**src/rtl/sb_1237_uart_pkg.sv**
```systemverilog
// Shared types and constants for the UART message receiver: baud divider helper,
// byte-level FSM state encoding, message terminator and command prefix.
package sb_1237_uart_pkg;

  // Byte receiver states
  typedef enum logic [2:0] {
    ST_IDLE  = 3'd0,
    ST_START = 3'd1,
    ST_DATA  = 3'd2,
    ST_STOP  = 3'd3,
    ST_BREAK = 3'd4
  } rx_state_e;

  // Default message terminator ('#')
  localparam logic [7:0]  TERM_CHAR_DEF = 8'h23;

  // Command prefix "GBI" that identifies messages meant for this bot
  localparam logic [23:0] PREFIX_GBI    = 24'h474249;

  // Clock cycles per bit period (integer division)
  function automatic int clks_per_bit(input int clk_hz, input int baud);
    return clk_hz / baud;
  endfunction

endpackage

```
**src/rtl/sb_1237_uart_rx_byte.sv**
```systemverilog
// sb_1237_uart_rx_byte: 2-flop synchroniser plus 8N1 byte receiver.
// Emits a one-cycle byte_stb with the received byte when the stop bit samples high,
// or a one-cycle frame_err when it samples low (then waits in BREAK for the line to idle).
module sb_1237_uart_rx_byte
  import sb_1237_uart_pkg::*;
#(
  parameter int CLKS_PER_BIT = 434
) (
  input  logic       clk,
  input  logic       rst,
  input  logic       rx,
  output logic [7:0] rx_byte,
  output logic       byte_stb,
  output logic       frame_err,
  output logic       busy
);

  localparam int               HALF      = CLKS_PER_BIT / 2;
  localparam int               CNT_W     = $clog2(CLKS_PER_BIT + 1);
  localparam logic [CNT_W-1:0] HALF_LAST = CNT_W'(HALF - 1);
  localparam logic [CNT_W-1:0] BIT_LAST  = CNT_W'(CLKS_PER_BIT - 1);

  rx_state_e        state_q, state_d;
  logic             sync1_q, sync1_d;
  logic             rx_s_q, rx_s_d;
  logic [CNT_W-1:0] clk_cnt_q, clk_cnt_d;
  logic [2:0]       bit_cnt_q, bit_cnt_d;
  logic [7:0]       shift_q, shift_d;
  logic             bit_tick;

  // Full bit period elapsed in the current state
  assign bit_tick = (clk_cnt_q == BIT_LAST);

  // Synchroniser inputs: rx into first flop, first flop into rx_s
  always_comb begin
    sync1_d = rx;
    rx_s_d  = sync1_q;
  end

  // Synchroniser register; idles high so reset does not look like a start bit
  always_ff @(posedge clk) begin
    if (rst) begin
      sync1_q <= 1'b1;
      rx_s_q  <= 1'b1;
    end else begin
      sync1_q <= sync1_d;
      rx_s_q  <= rx_s_d;
    end
  end

  // FSM state register
  always_ff @(posedge clk) begin
    if (rst) begin
      state_q <= ST_IDLE;
    end else begin
      state_q <= state_d;
    end
  end

  // Bit timing counter, bit index and shift register
  always_ff @(posedge clk) begin
    if (rst) begin
      clk_cnt_q <= '0;
      bit_cnt_q <= '0;
      shift_q   <= '0;
    end else begin
      clk_cnt_q <= clk_cnt_d;
      bit_cnt_q <= bit_cnt_d;
      shift_q   <= shift_d;
    end
  end

  // Next-state logic: start is validated at mid-bit, data and stop a full bit apart
  always_comb begin
    state_d   = state_q;
    clk_cnt_d = clk_cnt_q + 1'b1;
    bit_cnt_d = bit_cnt_q;
    shift_d   = shift_q;
    unique case (state_q)
      ST_IDLE: begin
        clk_cnt_d = '0;
        if (!rx_s_q) state_d = ST_START;
      end
      ST_START: begin
        if (clk_cnt_q == HALF_LAST) begin
          clk_cnt_d = '0;
          bit_cnt_d = '0;
          state_d   = rx_s_q ? ST_IDLE : ST_DATA;
        end
      end
      ST_DATA: begin
        if (bit_tick) begin
          clk_cnt_d = '0;
          shift_d   = {rx_s_q, shift_q[7:1]};
          bit_cnt_d = bit_cnt_q + 3'd1;
          if (bit_cnt_q == 3'd7) state_d = ST_STOP;
        end
      end
      ST_STOP: begin
        if (bit_tick) begin
          clk_cnt_d = '0;
          state_d   = rx_s_q ? ST_IDLE : ST_BREAK;
        end
      end
      ST_BREAK: begin
        clk_cnt_d = '0;
        if (rx_s_q) state_d = ST_IDLE;
      end
      default: begin
        clk_cnt_d = '0;
        state_d   = ST_IDLE;
      end
    endcase
  end

  // Outputs: strobes fire in the stop-bit sample cycle
  always_comb begin
    byte_stb  = 1'b0;
    frame_err = 1'b0;
    busy      = 1'b0;
    if (state_q == ST_STOP && bit_tick) begin
      byte_stb  = rx_s_q;
      frame_err = !rx_s_q;
    end
    if (state_q == ST_START || state_q == ST_DATA || state_q == ST_STOP) busy = 1'b1;
  end

  assign rx_byte = shift_q;

endmodule

```
**src/rtl/sb_1237_uart_msg_rx.sv**
```systemverilog
// sb_1237_uart_msg_rx: frames received UART bytes into terminator-ended ASCII messages.
// The message is packed with its final character in msg[7:0]; unused upper bytes are 0.
// Oversized messages raise ovf_err and are discarded through their terminator.
// Optional macro SB_1237_RX_PREFIX_FILTER_EN: deliver only messages starting with "GBI".
module sb_1237_uart_msg_rx
  import sb_1237_uart_pkg::*;
#(
  parameter int         CLK_HZ    = 50_000_000,
  parameter int         BAUD      = 115200,
  parameter int         MAX_LEN   = 16,
  parameter logic [7:0] TERM_CHAR = TERM_CHAR_DEF
) (
  input  logic                 clk,
  input  logic                 rst,
  input  logic                 rx,
  output logic [8*MAX_LEN-1:0] msg,
  output logic [7:0]           msg_len,
  output logic                 msg_valid,
  output logic                 frame_err,
  output logic                 ovf_err,
  output logic                 busy
);

  localparam int         CLKS_PER_BIT = clks_per_bit(CLK_HZ, BAUD);
  localparam int         MSG_W        = 8 * MAX_LEN;
  localparam logic [7:0] LEN_MAX      = 8'(MAX_LEN);

  logic [7:0]       rx_byte;
  logic             byte_stb;
  logic             byte_ferr;
  logic             rx_busy;

  logic [MSG_W-1:0] frame_buf_q, frame_buf_d;
  logic [7:0]       cnt_q, cnt_d;
  logic             discard_q, discard_d;
  logic [MSG_W-1:0] msg_q, msg_d;
  logic [7:0]       msg_len_q, msg_len_d;
  logic             msg_valid_q, msg_valid_d;
  logic             frame_err_q, frame_err_d;
  logic             ovf_err_q, ovf_err_d;

  logic [MSG_W-1:0] shifted;
  logic [7:0]       cnt_inc;
  logic             deliver;

  sb_1237_uart_rx_byte #(
    .CLKS_PER_BIT (CLKS_PER_BIT)
  ) u_rx_byte (
    .clk       (clk),
    .rst       (rst),
    .rx        (rx),
    .rx_byte   (rx_byte),
    .byte_stb  (byte_stb),
    .frame_err (byte_ferr),
    .busy      (rx_busy)
  );

  // Candidate buffer with the incoming byte appended, and whether it may be delivered
  always_comb begin
    shifted = {frame_buf_q[MSG_W-9:0], rx_byte};
    cnt_inc = cnt_q + 8'd1;
`ifdef SB_1237_RX_PREFIX_FILTER_EN
    begin
      logic [23:0] head;
      head    = '0;
      deliver = 1'b0;
      if (cnt_inc >= 8'd3) begin
        // First three characters sit at the top of the occupied byte range
        head    = 24'(shifted >> (8 * (int'(cnt_inc) - 3)));
        deliver = (head == PREFIX_GBI);
      end
    end
`else
    deliver = 1'b1;
`endif
  end

  // Framer: append, terminate, overflow and discard handling
  always_comb begin
    frame_buf_d = frame_buf_q;
    cnt_d       = cnt_q;
    discard_d   = discard_q;
    msg_d       = msg_q;
    msg_len_d   = msg_len_q;
    msg_valid_d = 1'b0;
    frame_err_d = 1'b0;
    ovf_err_d   = 1'b0;
    if (byte_ferr) begin
      // A broken byte loses the partial message; last good msg is kept
      frame_err_d = 1'b1;
      frame_buf_d = '0;
      cnt_d       = '0;
    end else if (byte_stb) begin
      if (discard_q) begin
        if (rx_byte == TERM_CHAR) discard_d = 1'b0;
      end else if (rx_byte == TERM_CHAR) begin
        frame_buf_d = '0;
        cnt_d       = '0;
        if (deliver) begin
          msg_d       = shifted;
          msg_len_d   = cnt_inc;
          msg_valid_d = 1'b1;
        end
      end else if (cnt_inc == LEN_MAX) begin
        // Buffer full with no terminator: drop through the next terminator
        ovf_err_d   = 1'b1;
        frame_buf_d = '0;
        cnt_d       = '0;
        discard_d   = 1'b1;
      end else begin
        frame_buf_d = shifted;
        cnt_d       = cnt_inc;
      end
    end
  end

  // Framer and output registers
  always_ff @(posedge clk) begin
    if (rst) begin
      frame_buf_q <= '0;
      cnt_q       <= '0;
      discard_q   <= 1'b0;
      msg_q       <= '0;
      msg_len_q   <= '0;
      msg_valid_q <= 1'b0;
      frame_err_q <= 1'b0;
      ovf_err_q   <= 1'b0;
    end else begin
      frame_buf_q <= frame_buf_d;
      cnt_q       <= cnt_d;
      discard_q   <= discard_d;
      msg_q       <= msg_d;
      msg_len_q   <= msg_len_d;
      msg_valid_q <= msg_valid_d;
      frame_err_q <= frame_err_d;
      ovf_err_q   <= ovf_err_d;
    end
  end

  assign msg       = msg_q;
  assign msg_len   = msg_len_q;
  assign msg_valid = msg_valid_q;
  assign frame_err = frame_err_q;
  assign ovf_err   = ovf_err_q;
  assign busy      = rx_busy;

endmodule

```
**config.mk**
```make
export PLATFORM = sky130hd
export DESIGN_NAME = sb_1237_uart_msg_rx
export DESIGN_NICKNAME = d
export VERILOG_FILES = /design/src/rtl/sb_1237_uart_pkg.sv /design/src/rtl/sb_1237_uart_rx_byte.sv /design/src/rtl/sb_1237_uart_msg_rx.sv
export SDC_FILE = /design/constraint.sdc
export NUM_CORES = 1
export LEC_CHECK = 0
export CELL_PAD_IN_SITES_DETAIL_PLACEMENT = 1
export CELL_PAD_IN_SITES_GLOBAL_PLACEMENT = 2
export CORE_MARGIN = 10
export CORE_UTILIZATION = 24
export CTS_BUF_LIST = sky130_fd_sc_hd__clkbuf_4 sky130_fd_sc_hd__clkbuf_8 sky130_fd_sc_hd__clkbuf_16
export DETAILED_ROUTE_END_ITERATION = 16
export HOLD_SLACK_MARGIN = 0.1
export PLACE_DENSITY = 0.64
export SLEW_MARGIN = 10
export SYNTH_ARGS = -nofsm -noshare
export SYNTH_HDL_FRONTEND = slang
export SYNTH_HIERARCHICAL = 1
export SYNTH_SLANG_ARGS = --single-unit
```
**constraint.sdc**
```tcl
create_clock -name clk -period 3.1 [get_ports clk]
set_input_delay 0.62 -clock clk [delete_from_list [all_inputs] [get_ports clk]]
set_output_delay 0.62 -clock clk [all_outputs]
set_load 0.005 [all_outputs]
```
* Word level (Yosys, flattened, before mapping)
Cells that the tools add are included.
Cells by class: $add $sub $neg 3, multiply operators 0, div/mod/pow operators 0, order comparisons 0, eq/ne operators 15, shift-type cells 0, multiplexer cells 28, bitwise operators 3, reductions and logical operators 15
Operator list (number):
- two-way mux 120 bit | 2
- two-way mux 3 bit | 9
- two-way mux 9 bit | 2
- case mux 9 bit (2 select lines) | 1
- two-way mux 8 bit | 2
- case mux 3 bit (5 select lines) | 1
- != test 2 x 1 -> 1 bit, second input constant | 5
- adder 9 x 1 -> 9 bit, second input constant | 1
- == test 9 x 8 -> 1 bit, second input constant | 1
- == test 9 bit, second input constant | 1
- two-way mux 1 bit | 9
- adder 8 x 1 -> 8 bit, second input constant | 1
- == test 8 x 5 -> 1 bit, second input constant | 1
- == test 8 x 6 -> 1 bit, second input constant | 1
- == test 3 x 2 -> 1 bit, second input constant | 2
- == test 3 bit, second input constant | 2
- case mux 3 bit (2 select lines) | 1
- AND reduction 2 bit | 3
- AND reduction 6 bit | 1
- AND reduction 4 bit | 1
- OR reduction 2 bit | 2
- OR reduction 4 bit | 1
- adder 3 x 1 -> 3 bit, second input constant | 1
- == test 3 x 1 -> 1 bit, second input constant | 1
- 9 further kinds | 12
Storage, ports and cells: flip-flop bits (word level) 293, bits in latches 0, memory bits (writable) 0, bits in read-only memories 0, bits of input ports 3, output and inout port bits 140, logic and storage cells 78, memories 0

* Longest topological paths before layout
depth after elaboration 5, mapped depth 12

* Cells and area by module
Netlist, hierarchy kept.
Modules (own cells, without submodules):
- sb_1237_uart_msg_rx | instances 1, cells each 921, area each 8889.8 µm², sequential area each 5365.1 µm²
- sb_1237_uart_rx_byte | instances 1, cells each 128, area each 1221.2 µm², sequential area each 500.5 µm²

* Worst setup path after synthesis
No wires, ideal clock.
kind reg-to-reg, start reg u_rx_byte.clk_cnt_q[2], end reg frame_buf_q[36], setup time 117 ps, arrival time 2420 ps, slack 564 ps, stages on the path, launching flop included 11, period minus slack after synthesis 2536 ps, cell sequence dfxtp_1 buf_6 nor4b_4 nand3_1 nor3_1 nor2_1 and2_1 clkbuf_1 clkbuf_1 clkbuf_1 a22o_1
Between the ends: word-level cells in the longest chain between the ends 4
Ends and longest elaborated chain:
- start: declaration | RTL line sb_1237_uart_rx_byte.sv:26 | logic [CNT_W-1:0] clk_cnt_q, clk_cnt_d;
- start signal: assignment | RTL line sb_1237_uart_rx_byte.sv:67 | clk_cnt_q <= clk_cnt_d;
- == test 9 bit | RTL line sb_1237_uart_rx_byte.sv:32 | assign bit_tick = (clk_cnt_q == BIT_LAST);
- logical AND 1 bit | RTL line sb_1237_uart_rx_byte.sv:121 | if (state_q == ST_STOP && bit_tick) begin
- two-way mux 1 bit | RTL line sb_1237_uart_rx_byte.sv:121
- via byte_ferr | RTL line sb_1237_uart_msg_rx.sv:30 | logic byte_ferr;
- OR reduction 2 bit (no source line)
- end signal: assignment | RTL line sb_1237_uart_msg_rx.sv:129 | frame_buf_q <= frame_buf_d;
- end: declaration | RTL line sb_1237_uart_msg_rx.sv:33 | logic [MSG_W-1:0] frame_buf_q, frame_buf_d;
The timed path passes the listed nets, and every way through them passes these cells. A chain may end at the register's enable or synchronous reset.

* Worst setup path after layout
start reg u_rx_byte.clk_cnt_q[6], end reg frame_buf_q[81]
Between the ends: word-level cells in the longest chain between the ends 4
Ends and longest elaborated chain:
- == test 9 bit | RTL line sb_1237_uart_rx_byte.sv:32
- logical AND 1 bit | RTL line sb_1237_uart_rx_byte.sv:121
- two-way mux 1 bit | RTL line sb_1237_uart_rx_byte.sv:121
- via byte_stb | RTL line sb_1237_uart_msg_rx.sv:29 | logic byte_stb;
- AND reduction 2 bit (no source line)
The timed path passes the listed nets, and every way through them passes these cells.

==> flow_summary.toml <==
[placed_design]
portBuffers = 142
place.gp.congestion = 0.7067
dp_worst_setup_slack_ps = -5.961
hpwl_um = 19700

[drt]
wirelength_um = 29920
drt_iter0_drc = 341
vias_per_cell = 4.537
vias = 7845
drt_pass1_iterations = 4
drcViolationCount = 0
routedWlPerCell_um = 17.30
ant_nets = 0

[floorplan]
row_count = 75
die_h_um = 225.3
die-area_sq_mm = 0.05074
pin_count = 143
fp.dieW_um = 225.3
initial_utilization_pct = 24.21
core_area_sq_mm = 0.04176

[cts]
root_buffer = "clkbuf_16"
cts_hold_buf = 0
numCtsBuffers = 36
post_cts_buffers = 0
cts_tree = "yes"
clkLatencyLatePin_ps = 520
clk_pin_slew_ps = 60
clk_path_buf_depth = 3
htree_levels = 2
clock-sinks = 293

[pwr]
leakagePower_nw = 4.606
total_power_w = 0.008146
power_density_mw_per_mm2 = 613.7
vdd_drop_max_mv = 0.3023

[grt]
grt_max_degree = 103
antenna_found_initial = 0
grt_pass1_vias = 8003
overflow = 0
gr-usage-all-layers_pct = 11.56
grt_pass1_wl_um = 47300

[sta]
clock_skew_ps = 14.00
rsz0062_at_grt = "false"
post-route-min-period_ps = 2737
slew-limit-headroom_pct = 37.24
setup_violations = 0
hold_ws_ps = 407.6
min_period_over_period_pct = 88.29
setup_slack_ps = 363.0
worstMarginPinSlew_ps = 941.4
slew_violations = 0
hold_viol = 0
fmax_ghz = 0.3654
setup-tns-final_ps = 0

[worst_setup_path]
crit_required_ps = 3550
crit_arrival_ps = 3190
path_class = "flip-flop to flip-flop"
cp_max_fo = 32
cp-end-kind = "flip-flop"
r2r_cells = 8
cp-start-kind = "flip-flop"

[finish]
layout.nets = 1175
diodes = 0
nFillCells = 4683
drive_gt1_share_pct = 9.916
syn_to_final_growth_pct = 31.28
utilization_pct = 31.79

[status]
status = "finished clean"

[synthesis]
synthesis.instances = 1049
synthesis.area_sq_mm = 0.01011
netlist_top_cells_area = "dfxtp_1 58%, a22o_1 10%, nand2_1 9.3%, a21oi_1 6.5%, buf_2 1.6%"
synthArstFlopShare_pct = 0
synth.yosys.warnings = 6
yosysTopAreaCell = "dfxtp_1"
synthDistinctLibCells = 62
synth_edf_count = 0
synth.most_common_cell = "dfxtp_1"
ys_seq_area_share_pct = 58.01
synth_area_per_cell_sq_um = 9.639
synth.top_cell.area_share_pct = 58.01
ys_ff_latch = 293
yosys-top-cells-count = "293 x dfxtp_1, 250 x nand2_1, 131 x a21oi_1"
synthFlopType = "dfxtp_1"
syn-num-nets = 1058

[min_path]
min_path_cells = 1
holdCritPathClass = "flip-flop to flip-flop"

[run]
cap_violations = 0
report_power, final:
part,switching [W],leakage (nW),internal (W)
registers,0.0000125,2.36,0.00377
clock network,0.00162,0.605,0.00261
logic,0.0000988,1.64,0.0000350
metal layers:
layer,part of all wire [%],up-vias,wire length [um],GRT usage (%)
li1,-,3875,-,-
met3,4.5,36,1344,2.707
met2,46,117,13910,18.89
met1,47,3817,14190,15.09
met5,0,-,0,0
met4,1.6,0,466,2.702
through the flow:
step / instances / instance area (sq um)
floorplan: 1049 / 10110
global route: 1729 / 13270
global placement: 1667 / 12050
finish: 1729 / 13270
CTS: 1729 / 13270
detailed placement: 1667 / 12050
layout by cell type, fill, tap and decap left out, drive strengths merged, types with 4 or more instances in the layout:
master	n
a211oi	5
a21oi	131
a22o	118
a32o	4
and2	5
and3	5
buf	18
clkbuf	54
clkdlybuf4s50	141
dfxtp	293
ha	6
inv	10
mux2i	8
nand2	260
nand3	8
nand4	6
nor2	44
nor3	9
o21ai	5
xnor2	6
xor2	5
cells by family after synthesis:
family                   count (synthesis)  share of synthesized area, %
flip-flops                             293                         58.01
buffers and inverters                   88                         4.245
XOR/XNOR                                11                        0.9528
adder cells (fa/ha/maj)                  6                        0.7425
AO/OA/AOI/OAI                          280                         19.19
AND/OR/NAND/NOR                        362                         15.95
multiplexers                             9                        0.9034
timing repair:
item	CTS	global route
resized for setup	1	1
pin swaps	0	0
hold endpoints to repair	0	0
setup endpoints to repair	19	247
registers in the layout, indices dropped and copies added, names as in the netlist:
signal	count
cnt_q	8
frame_err	1
discard_q	1
u_rx_byte/state_q	3
u_rx_byte/bit_cnt_q	3
msg	128
ovf_err	1
msg_len	8
frame_buf_q	120
u_rx_byte/rx_s_q	1
msg_valid	1
u_rx_byte/rx_s_d	1
u_rx_byte/rx_byte	8
u_rx_byte/clk_cnt_q	9
final timing paths:
| check | startpoint | endpoint | slack, ps |
|---|---|---|---|
| max | u_rx_byte/clk_cnt_q[6]$_SDFF_PP0_ | frame_buf_q[81]$_SDFFE_PP0P_ | 360 |
| min | u_rx_byte/rx_s_d$_SDFF_PP1_ | u_rx_byte/rx_s_q$_SDFF_PP1_ | 410 |
| max reg2reg | u_rx_byte/clk_cnt_q[6]$_SDFF_PP0_ | frame_buf_q[81]$_SDFFE_PP0P_ | 360 |
| min reg2reg | u_rx_byte/rx_s_d$_SDFF_PP1_ | u_rx_byte/rx_s_q$_SDFF_PP1_ | 410 |
cell type report:
cell class                      instances  area (sq um)  area share (%)
Sequential cell                       293          5866           44.19
Inverter                                8         30.03          0.2262
Timing Repair Buffer                  159          1634           12.31
Multi-Input combinational cell        668          3857           29.06
Clock inverter                          8         126.4          0.9520
Clock buffer                           54          1086           8.182
Tap cell                              539         674.4           5.081
critical path: stages, from the launching register on:
cell and delay (ps):
dfxtp_1 380, nor4b_4 320, nand3_1 200, nor3_2 290, nor4b_2 280, o21ai_0 270, a41oi_4 320, buf_4 400
a22o_1 190
Power figures use the tool's default switching activity.
